`config.mk`:
```
export PLATFORM = sky130hd
export DESIGN_NAME = frame_ram_reader_flat
export DESIGN_NICKNAME = d
export VERILOG_FILES = /design/src/rtl/frame_ram_reader_if.sv /design/src/rtl/frame_ram_reader.sv /design/src/flat_wrapper.sv
export SDC_FILE = /design/constraint.sdc
export NUM_CORES = 1
export LEC_CHECK = 0
export ABC_AREA = 1
export CAP_MARGIN = 40
export CORE_AREA = 2 2 77 79
export CTS_BUF_LIST = sky130_fd_sc_hd__clkbuf_4
export CTS_CLUSTER_SIZE = 8
export DETAILED_ROUTE_END_ITERATION = 12
export DIE_AREA = 0 0 79 81
export DONT_BUFFER_PORTS = 1
export PLACE_DENSITY_LB_ADDON = 0.2
export REMOVE_ABC_BUFFERS = 1
export SLEW_MARGIN = 25
export SYNTH_ARGS = -nofsm -noshare
export SYNTH_HDL_FRONTEND = slang
export SYNTH_SLANG_ARGS = --single-unit
```
`constraint.sdc`:
```
create_clock -name clk -period 4.35 [get_ports clk]
set_clock_uncertainty 0.15 [all_clocks]
set_input_delay 0.87 -clock clk [delete_from_list [all_inputs] [get_ports clk]]
set_output_delay 0.87 -clock clk [all_outputs]
set_load 0.02 [all_outputs]
```
`src/rtl/frame_ram_reader_if.sv`:
```
// Pixel stream from the frame reader to its downstream consumer.
// The master drives data/valid/last and the slave returns ready.
interface frame_ram_reader_if #(
  parameter int NB_DATA = 12
);
  logic [NB_DATA-1:0] o_data;
  logic               o_valid;
  logic               i_ready;
  logic               o_last;

  modport master (
    output o_data,
    output o_valid,
    output o_last,
    input  i_ready
  );

  modport slave (
    input  o_data,
    input  o_valid,
    input  o_last,
    output i_ready
  );
endinterface

```
`src/rtl/frame_ram_reader.sv`:
```
// Scans one frame out of the sensor controller's pixel RAM through its debug
// port. Each pixel is emitted as one valid/ready beat. Pixels strictly above
// a threshold are counted along the way.
module frame_ram_reader #(
  parameter  int COLS       = 24,
  parameter  int ROWS       = 24,
  parameter  int NB_DATA    = 12,
  parameter  int RD_LATENCY = 2,
  localparam int N_PIX      = COLS * ROWS,
  localparam int NB_ADDR    = $clog2(N_PIX),
  localparam int NB_CNT     = $clog2(N_PIX + 1)
) (
  input  logic                clk,
  input  logic                rst,
  input  logic                i_start,
  input  logic                i_abort,
  input  logic [NB_DATA-1:0]  i_umbral,
  input  logic [NB_DATA-1:0]  i_ram_data,
  output logic                o_ram_dbg,
  output logic [NB_ADDR-1:0]  o_ram_addr,
  frame_ram_reader_if.master  strm,
  output logic                o_busy,
  output logic                o_done,
  output logic [NB_CNT-1:0]   o_above_cnt
);

  // The latency counter only needs to reach RD_LATENCY-1 (at most 14).
  localparam int               NB_LAT    = 4;
  localparam logic [NB_LAT-1:0]  LAT_LAST  = NB_LAT'(RD_LATENCY - 1);
  localparam logic [NB_ADDR-1:0] ADDR_LAST = NB_ADDR'(N_PIX - 1);

  typedef enum logic [1:0] {
    ST_IDLE = 2'd0,
    ST_WAIT = 2'd1,
    ST_HOLD = 2'd2,
    ST_DONE = 2'd3
  } state_t;

  state_t               state_q, state_d;
  logic [NB_ADDR-1:0]   addr_q,  addr_d;
  logic [NB_LAT-1:0]    lat_q,   lat_d;
  logic [NB_DATA-1:0]   data_q,  data_d;
  logic                 valid_q, valid_d;
  logic                 last_q,  last_d;
  logic                 dbg_q,   dbg_d;
  logic                 done_q,  done_d;
  logic                 busy_q,  busy_d;
  logic [NB_CNT-1:0]    cnt_q,   cnt_d;

  // State and output registers; all cleared by the asynchronous reset.
  always_ff @(posedge clk or negedge rst) begin
    if (!rst) begin
      state_q <= ST_IDLE;
      addr_q  <= '0;
      lat_q   <= '0;
      data_q  <= '0;
      valid_q <= 1'b0;
      last_q  <= 1'b0;
      dbg_q   <= 1'b0;
      done_q  <= 1'b0;
      busy_q  <= 1'b0;
      cnt_q   <= '0;
    end else begin
      state_q <= state_d;
      addr_q  <= addr_d;
      lat_q   <= lat_d;
      data_q  <= data_d;
      valid_q <= valid_d;
      last_q  <= last_d;
      dbg_q   <= dbg_d;
      done_q  <= done_d;
      busy_q  <= busy_d;
      cnt_q   <= cnt_d;
    end
  end

  // Next-state logic: abort overrides everything, otherwise walk the scan.
  always_comb begin
    state_d = state_q;
    addr_d  = addr_q;
    lat_d   = lat_q;
    data_d  = data_q;
    valid_d = valid_q;
    last_d  = last_q;
    dbg_d   = dbg_q;
    done_d  = 1'b0;
    cnt_d   = cnt_q;

    if (i_abort) begin
      // Abort in IDLE simply blocks a concurrent start; the count is kept.
      if (state_q != ST_IDLE) begin
        state_d = ST_IDLE;
        valid_d = 1'b0;
        last_d  = 1'b0;
        dbg_d   = 1'b0;
        addr_d  = '0;
      end else begin
        state_d = ST_IDLE;
      end
    end else begin
      case (state_q)
        ST_IDLE: begin
          if (i_start) begin
            addr_d  = '0;
            lat_d   = '0;
            cnt_d   = '0;
            dbg_d   = 1'b1;
            state_d = ST_WAIT;
          end else begin
            state_d = ST_IDLE;
          end
        end
        ST_WAIT: begin
          // The address has been stable since WAIT entry; capture once the
          // RAM output register has caught up.
          lat_d = lat_q + NB_LAT'(1);
          if (lat_q == LAT_LAST) begin
            data_d  = i_ram_data;
            valid_d = 1'b1;
            last_d  = (addr_q == ADDR_LAST);
            state_d = ST_HOLD;
            if (i_ram_data > i_umbral) begin
              cnt_d = cnt_q + NB_CNT'(1);
            end else begin
              cnt_d = cnt_q;
            end
          end else begin
            state_d = ST_WAIT;
          end
        end
        ST_HOLD: begin
          if (strm.i_ready) begin
            valid_d = 1'b0;
            if (addr_q == ADDR_LAST) begin
              last_d  = 1'b0;
              done_d  = 1'b1;
              state_d = ST_DONE;
            end else begin
              addr_d  = addr_q + NB_ADDR'(1);
              lat_d   = '0;
              state_d = ST_WAIT;
            end
          end else begin
            state_d = ST_HOLD;
          end
        end
        ST_DONE: begin
          // done_q is high for exactly this state's cycle.
          dbg_d   = 1'b0;
          addr_d  = '0;
          state_d = ST_IDLE;
        end
        default: begin
          state_d = ST_IDLE;
          valid_d = 1'b0;
          last_d  = 1'b0;
          dbg_d   = 1'b0;
          addr_d  = '0;
        end
      endcase
    end

    busy_d = (state_d != ST_IDLE);
  end

  assign o_ram_dbg    = dbg_q;
  assign o_ram_addr   = addr_q;
  assign strm.o_data  = data_q;
  assign strm.o_valid = valid_q;
  assign strm.o_last  = last_q;
  assign o_busy       = busy_q;
  assign o_done       = done_q;
  assign o_above_cnt  = cnt_q;

endmodule

```
`src/flat_wrapper.sv`:
```
// flat-port wrapper written by rule: the top's interface ports become plain ports
module frame_ram_reader_flat 
#(
  parameter  int COLS       = 24,
  parameter  int ROWS       = 24,
  parameter  int NB_DATA    = 12,
  parameter  int RD_LATENCY = 2,
  localparam int N_PIX      = COLS * ROWS,
  localparam int NB_ADDR    = $clog2(N_PIX),
  localparam int NB_CNT     = $clog2(N_PIX + 1)
)
  (clk, rst, i_start, i_abort, i_umbral, i_ram_data, o_ram_dbg, o_ram_addr, o_busy, o_done, o_above_cnt, strm_o_data, strm_o_valid, strm_o_last, strm_i_ready);
  frame_ram_reader_if #(.NB_DATA(NB_DATA)) strm_i ();
  input  logic clk;
  input  logic rst;
  input  logic i_start;
  input  logic i_abort;
  input  logic [NB_DATA-1:0] i_umbral;
  input  logic [NB_DATA-1:0] i_ram_data;
  output logic o_ram_dbg;
  output logic [NB_ADDR-1:0] o_ram_addr;
  output logic o_busy;
  output logic o_done;
  output logic [NB_CNT-1:0] o_above_cnt;
  output wire logic [$bits(strm_i.o_data)-1:0] strm_o_data;
  output wire logic [$bits(strm_i.o_valid)-1:0] strm_o_valid;
  output wire logic [$bits(strm_i.o_last)-1:0] strm_o_last;
  input wire logic [$bits(strm_i.i_ready)-1:0] strm_i_ready;
  assign strm_o_data = strm_i.o_data;
  assign strm_o_valid = strm_i.o_valid;
  assign strm_o_last = strm_i.o_last;
  assign strm_i.i_ready = strm_i_ready;
  frame_ram_reader #(.COLS(COLS), .ROWS(ROWS), .NB_DATA(NB_DATA), .RD_LATENCY(RD_LATENCY)) u_core (.clk(clk), .rst(rst), .i_start(i_start), .i_abort(i_abort), .i_umbral(i_umbral), .i_ram_data(i_ram_data), .o_ram_dbg(o_ram_dbg), .o_ram_addr(o_ram_addr), .strm(strm_i), .o_busy(o_busy), .o_done(o_done), .o_above_cnt(o_above_cnt));
endmodule
```
==> After elaboration in Yosys (flattened, before gate mapping) <==
Cells that the tools add are included.
{ "word_totals": {"regBits": 43, "word_cells": 82} }
{ "op_classes": {"addsub": 3, "order_cmp": 1, "eq_ne": 16, "n_mux": 36, "bitwise_logic": 1, "reduce_logical": 15} }
{ "op_table": {"columns": ["cell", "count"], "rows": [
  ["2-to-1 mux 10 bit", 7],
  ["one-hot mux 10 bit (3 select lines)", 1],
  ["adder 10 x 1 -> 10 bit (second input constant)", 2],
  ["one-hot mux 10 bit (2 select lines)", 1],
  ["AND reduction 5 bit", 4],
  ["2-to-1 mux 1 bit", 15],
  ["greater-than comparator 12 bit", 1],
  ["2-to-1 mux 4 bit", 3],
  ["one-hot mux 4 bit (3 select lines)", 1],
  ["== test 10 bit (second input constant)", 1],
  ["inequality test 3 bit (second input constant)", 3],
  ["nonzero test 3 bit", 3],
  ["2-to-1 mux 2 bit", 4],
  ["one-hot mux 2 bit (4 select lines)", 1],
  ["inequality test 2 x 1 -> 1 bit (second input constant)", 3],
  ["inequality test 2 bit (second input constant)", 3],
  ["inequality test 3 x 2 -> 1 bit (second input constant)", 2],
  ["one-hot mux 1 bit (2 select lines)", 3],
  ["AND reduction 3 bit", 2],
  ["nonzero test 2 bit", 3],
  ["adder 4 x 1 -> 4 bit (second input constant)", 1],
  ["== test 2 bit (second input constant)", 2],
  ["== test 4 x 1 -> 1 bit (second input constant)", 1],
  ["AND reduction 4 bit", 1],
  ["4 further kinds", 4]
]} }

==> Logic depth before layout (Yosys ltp) <==
{ "depth": {"depth_word": 6, "ltp_mapped": 14, "ltp_nobuf": 14} }

==> Least setup slack after synthesis <==
OpenSTA, ideal clock, no wires.
{ "synth_timing": {"kind": "input -> register", "from": "input i_umbral[11]", "to": "register u_core.cnt_q[5], in the netlist u_core.o_above_cnt[5]", "arrival_time_ns": 1.938, "path_slack_ns": 2.144, "stages": 13, "n_path_buf": 0, "path_cell_list": "inv_1 > ha_1 > nand2_1 > inv_1 > nand2_1 > nor2_1 > nand2_1 > nand3_1 > nand2_1 > nand2_1 > nand2_1 > nand2_1 > nand2_1"} }
{ "synth_via": {"elab_chain_len": 3} }
{ "synth_lines": {"columns": ["item", "line_no", "rtl"], "rows": [
  ["from (decl)", "flat_wrapper.sv:18", "input logic [NB_DATA-1:0] i_umbral;"],
  ["greater-than comparator 12 bit", "frame_ram_reader.sv:122", "if (i_ram_data > i_umbral) begin"],
  ["inequality test 2 x 1 -> 1 bit (no line)", null, null],
  ["AND reduction 5 bit (no line)", null, null],
  ["to (signal assigned)", "frame_ram_reader.sv:73", "cnt_q <= cnt_d;"],
  ["to (decl)", "frame_ram_reader.sv:48", "logic [NB_CNT-1:0] cnt_q, cnt_d;"]
]} }
Every way passes these cells.
A chain may end at the register's enable or synchronous reset.

==> Worst setup path after layout <==
{ "layout_timing": {"from": "input i_umbral[11]", "to": "register u_core.cnt_q[7], in the netlist u_core.o_above_cnt[7]"} }
Same word-level chain as after synthesis.

==> results_dict.tcl <==
set metrics [dict create \
    place_worst_setup_slack_ns 1.60 \
    finalWorstSetupSlack_ns 2.00 \
    crit_type "primary input to flip-flop" \
    post_synth.cell_area_avg_um2 8.04 \
    fin_util 0.491 \
    antenna_found_initial 0 \
    cts_buffers 5 \
    grt_use_total 0.177 \
    yosys_warnings 0 \
    worstSetupEndpointType "flip-flop" \
    r2r_slack_ns 2.03 \
    area_delta_synth_final_pct 6.35 \
    clkTransAtPathRegs_ns 0.13 \
    fin_crit_ns 2.35 \
    finalMaxSlewViolations 0 \
    yosysSeqAreaShare 0.411 \
    grt_max_degree 44 \
    fp.dieW_um 79 \
    ios 66 \
    hp-class "primary input to async pin" \
    layout-drive-gt1-share 0.105 \
    grt_pass1_vias 1942 \
    min_period_over_period 0.541 \
    status "completed" \
    core_um2 5680 \
    vdd_ir_drop_max_mv 0.159 \
    cts_hold_buf 1 \
    power_w 0.00115 \
    fin_nets 376 \
    ys_ff_latch 43 \
    cts.sinks 43 \
    fin_tns_setup_ns 0 \
    vias 2058 \
    max_stage_delay_ns 0.31 \
    place.detailed.hpwl_um 3970 \
    synth-edff-count 0 \
    cts_resized 0 \
    clock_latency_ns 0.36 \
    crit_path_max_fanout 11 \
    wl_per_cell_um 13.2 \
    netlist_top_cells_count "nand2_1 (85), dfrtp_1 (43), inv_1 (41)" \
    yosysTopAreaCell "dfrtp_1" \
    postSynthCellCount 326 \
    setup_violations 0 \
    cap_violations 0 \
    cts_tree "built" \
    netlist_area_um2 2620 \
    cp_num_buf_inv 2 \
    rr_worst_depth 8 \
    crit_top_cell "nand2_1" \
    fmax_mhz 425 \
    rows 28 \
    relSlewSlack 0.526 \
    hold-worst-slack_ns 0.0315 \
    drt_wl_total_um 5380 \
    cts_max_level 2 \
    fp.dieH_um 81 \
    synth_flop_cell "dfrtp_1" \
    r2r-end "u_core.o_above_cnt[7]" \
    synth_top_area_share 0.411 \
    cpLargestDelayFamily "simple AND/OR/NAND/NOR gates" \
    hold_viol_final 0 \
    seqCellArea_um2 1080 \
    power.density_nw_per_um2 414 \
    yosysMostFrequentCell "nand2_1" \
    num_antenna_cells 0 \
    crit_required_ns 4.47 \
    gp_congestion 0.854 \
    port_buffers 0 \
    start_util 0.462 \
    multi_input_area_um2 1330 \
    synthArstFlopShare 1.00 \
    viasPerCell 5.06 \
    crit_chain "inv_1 -> ha_1 -> nand2_1 -> inv_1 -> nand2_1 -> nor2_1 -> nand2_1 -> nand3_1 -> nand2_1 -> nand2_1 -> nand2_1 -> nand2_1 -> nand2_1" \
    cts-root-buf "clkbuf_4" \
    cts_setup_buffers 0 \
    die-area_um2 6400 \
    crit_slowest_cell "nand2_1" \
    fillCellCount 585 \
    cts.path.max_buffers 2 \
    drcViolationCount 0 \
    leakage_nw 1.39 \
    cp.arrival_ns 2.47 \
    antenna_left 0 \
    start_kind "primary input" \
    synth_cell_types 36 \
    overflow 0 \
    first_iter_violations 59 \
    ys_top_cells_by_area "dfrtp_1 (41%), nand2_1 (12%), ha_1 (7.6%)" \
    r2r_start "u_core.state_q[1]" \
    dr.pass1.iters 4 \
    grt_pass1_wl_um 8980 \
    worst_slew_pin_slew_ns 0.707 \
    rsz0062_at_grt "false" \
]
power breakdown:
group	switching, W	internal, W	total [W]
clock network	0.000140	0.000121	0.000261
registers	0.000158	0.000481	0.000639
logic	0.000150	0.000103	0.000253
total	0.000448	0.000705	0.00115
logic make-up (layout without fill, tap and decap cells):
| family | count (synthesis) | in the layout | share of synthesized area |
|---|---|---|---|
| buf+inv | 51 | 57 | 0.0826 |
| xor+xnor | 5 | 5 | 0.0167 |
| mux | 11 | 11 | 0.0473 |
| flops | 43 | 43 | 0.411 |
| simple gates | 165 | 165 | 0.286 |
| compound gates | 35 | 35 | 0.0807 |
| fa+ha+maj | 16 | 16 | 0.0764 |
layout by cell type (no fill, tap or decap), types with 3 or more instances in the layout:
master,n
inv_1,41
ha_1,16
nand4_1,6
mux2_1,6
clkbuf_4,5
dfrtp_1,43
mux2_2,5
xor2_1,5
o21ai_0,12
nand3_1,26
nor3_1,10
nor2_1,25
a21oi_1,12
o21ai_2,3
nand2_1,85
per-layer routing:
metal | global-route usage | up-vias | part of all wire
met4 | 0.0569 | 0 | 0.012
li1 | - | 1073 | -
met5 | 0 | - | 0
met1 | 0.205 | 923 | 0.45
met3 | 0.0656 | 8 | 0.073
met2 | 0.306 | 54 | 0.46
worst max path at each step:
stage / start / end / slack (ns) / cells past startpoint
2_1_floorplan: i_umbral[11] / u_core.o_above_cnt[0] / 1.93 / 13
5_1_grt: u_core.state_q[1] / u_core.o_above_cnt[9] / 1.76 / 8
6_report: i_umbral[11] / u_core.o_above_cnt[7] / 2.00 / 13
3_3_place_gp: i_umbral[11] / u_core.o_above_cnt[9] / 1.68 / 13
4_1_cts: i_umbral[11] / u_core.o_above_cnt[2] / 2.02 / 13
3_5_place_dp: i_umbral[11] / u_core.o_above_cnt[2] / 1.60 / 13
area by class of cell:
class	instances	area share
timing repair buffer	3	0.00987
clock inverter	3	0.0157
sequential	43	0.386
clock buffer	5	0.0135
multi-input combinational	232	0.477
tap	75	0.0337
inverter	46	0.0646
per-stage QoR:
step	std cells	instance area, um2
detailed placement	397	2690
floorplan	321	2580
CTS	406	2780
finish	407	2790
global placement	396	2680
global route	407	2790
flip-flops by register name, indices dropped and copies added (netlist names):
signal	count
u_core.o_ram_addr	10
u_core.o_done	1
u_core.strm.o_valid	1
u_core.o_above_cnt	10
u_core.strm.o_data	12
u_core.state_q	2
u_core.o_busy	1
u_core.strm.o_last	1
u_core.o_ram_dbg	1
u_core.lat_q	4
Power figures use the tool's default switching activity.
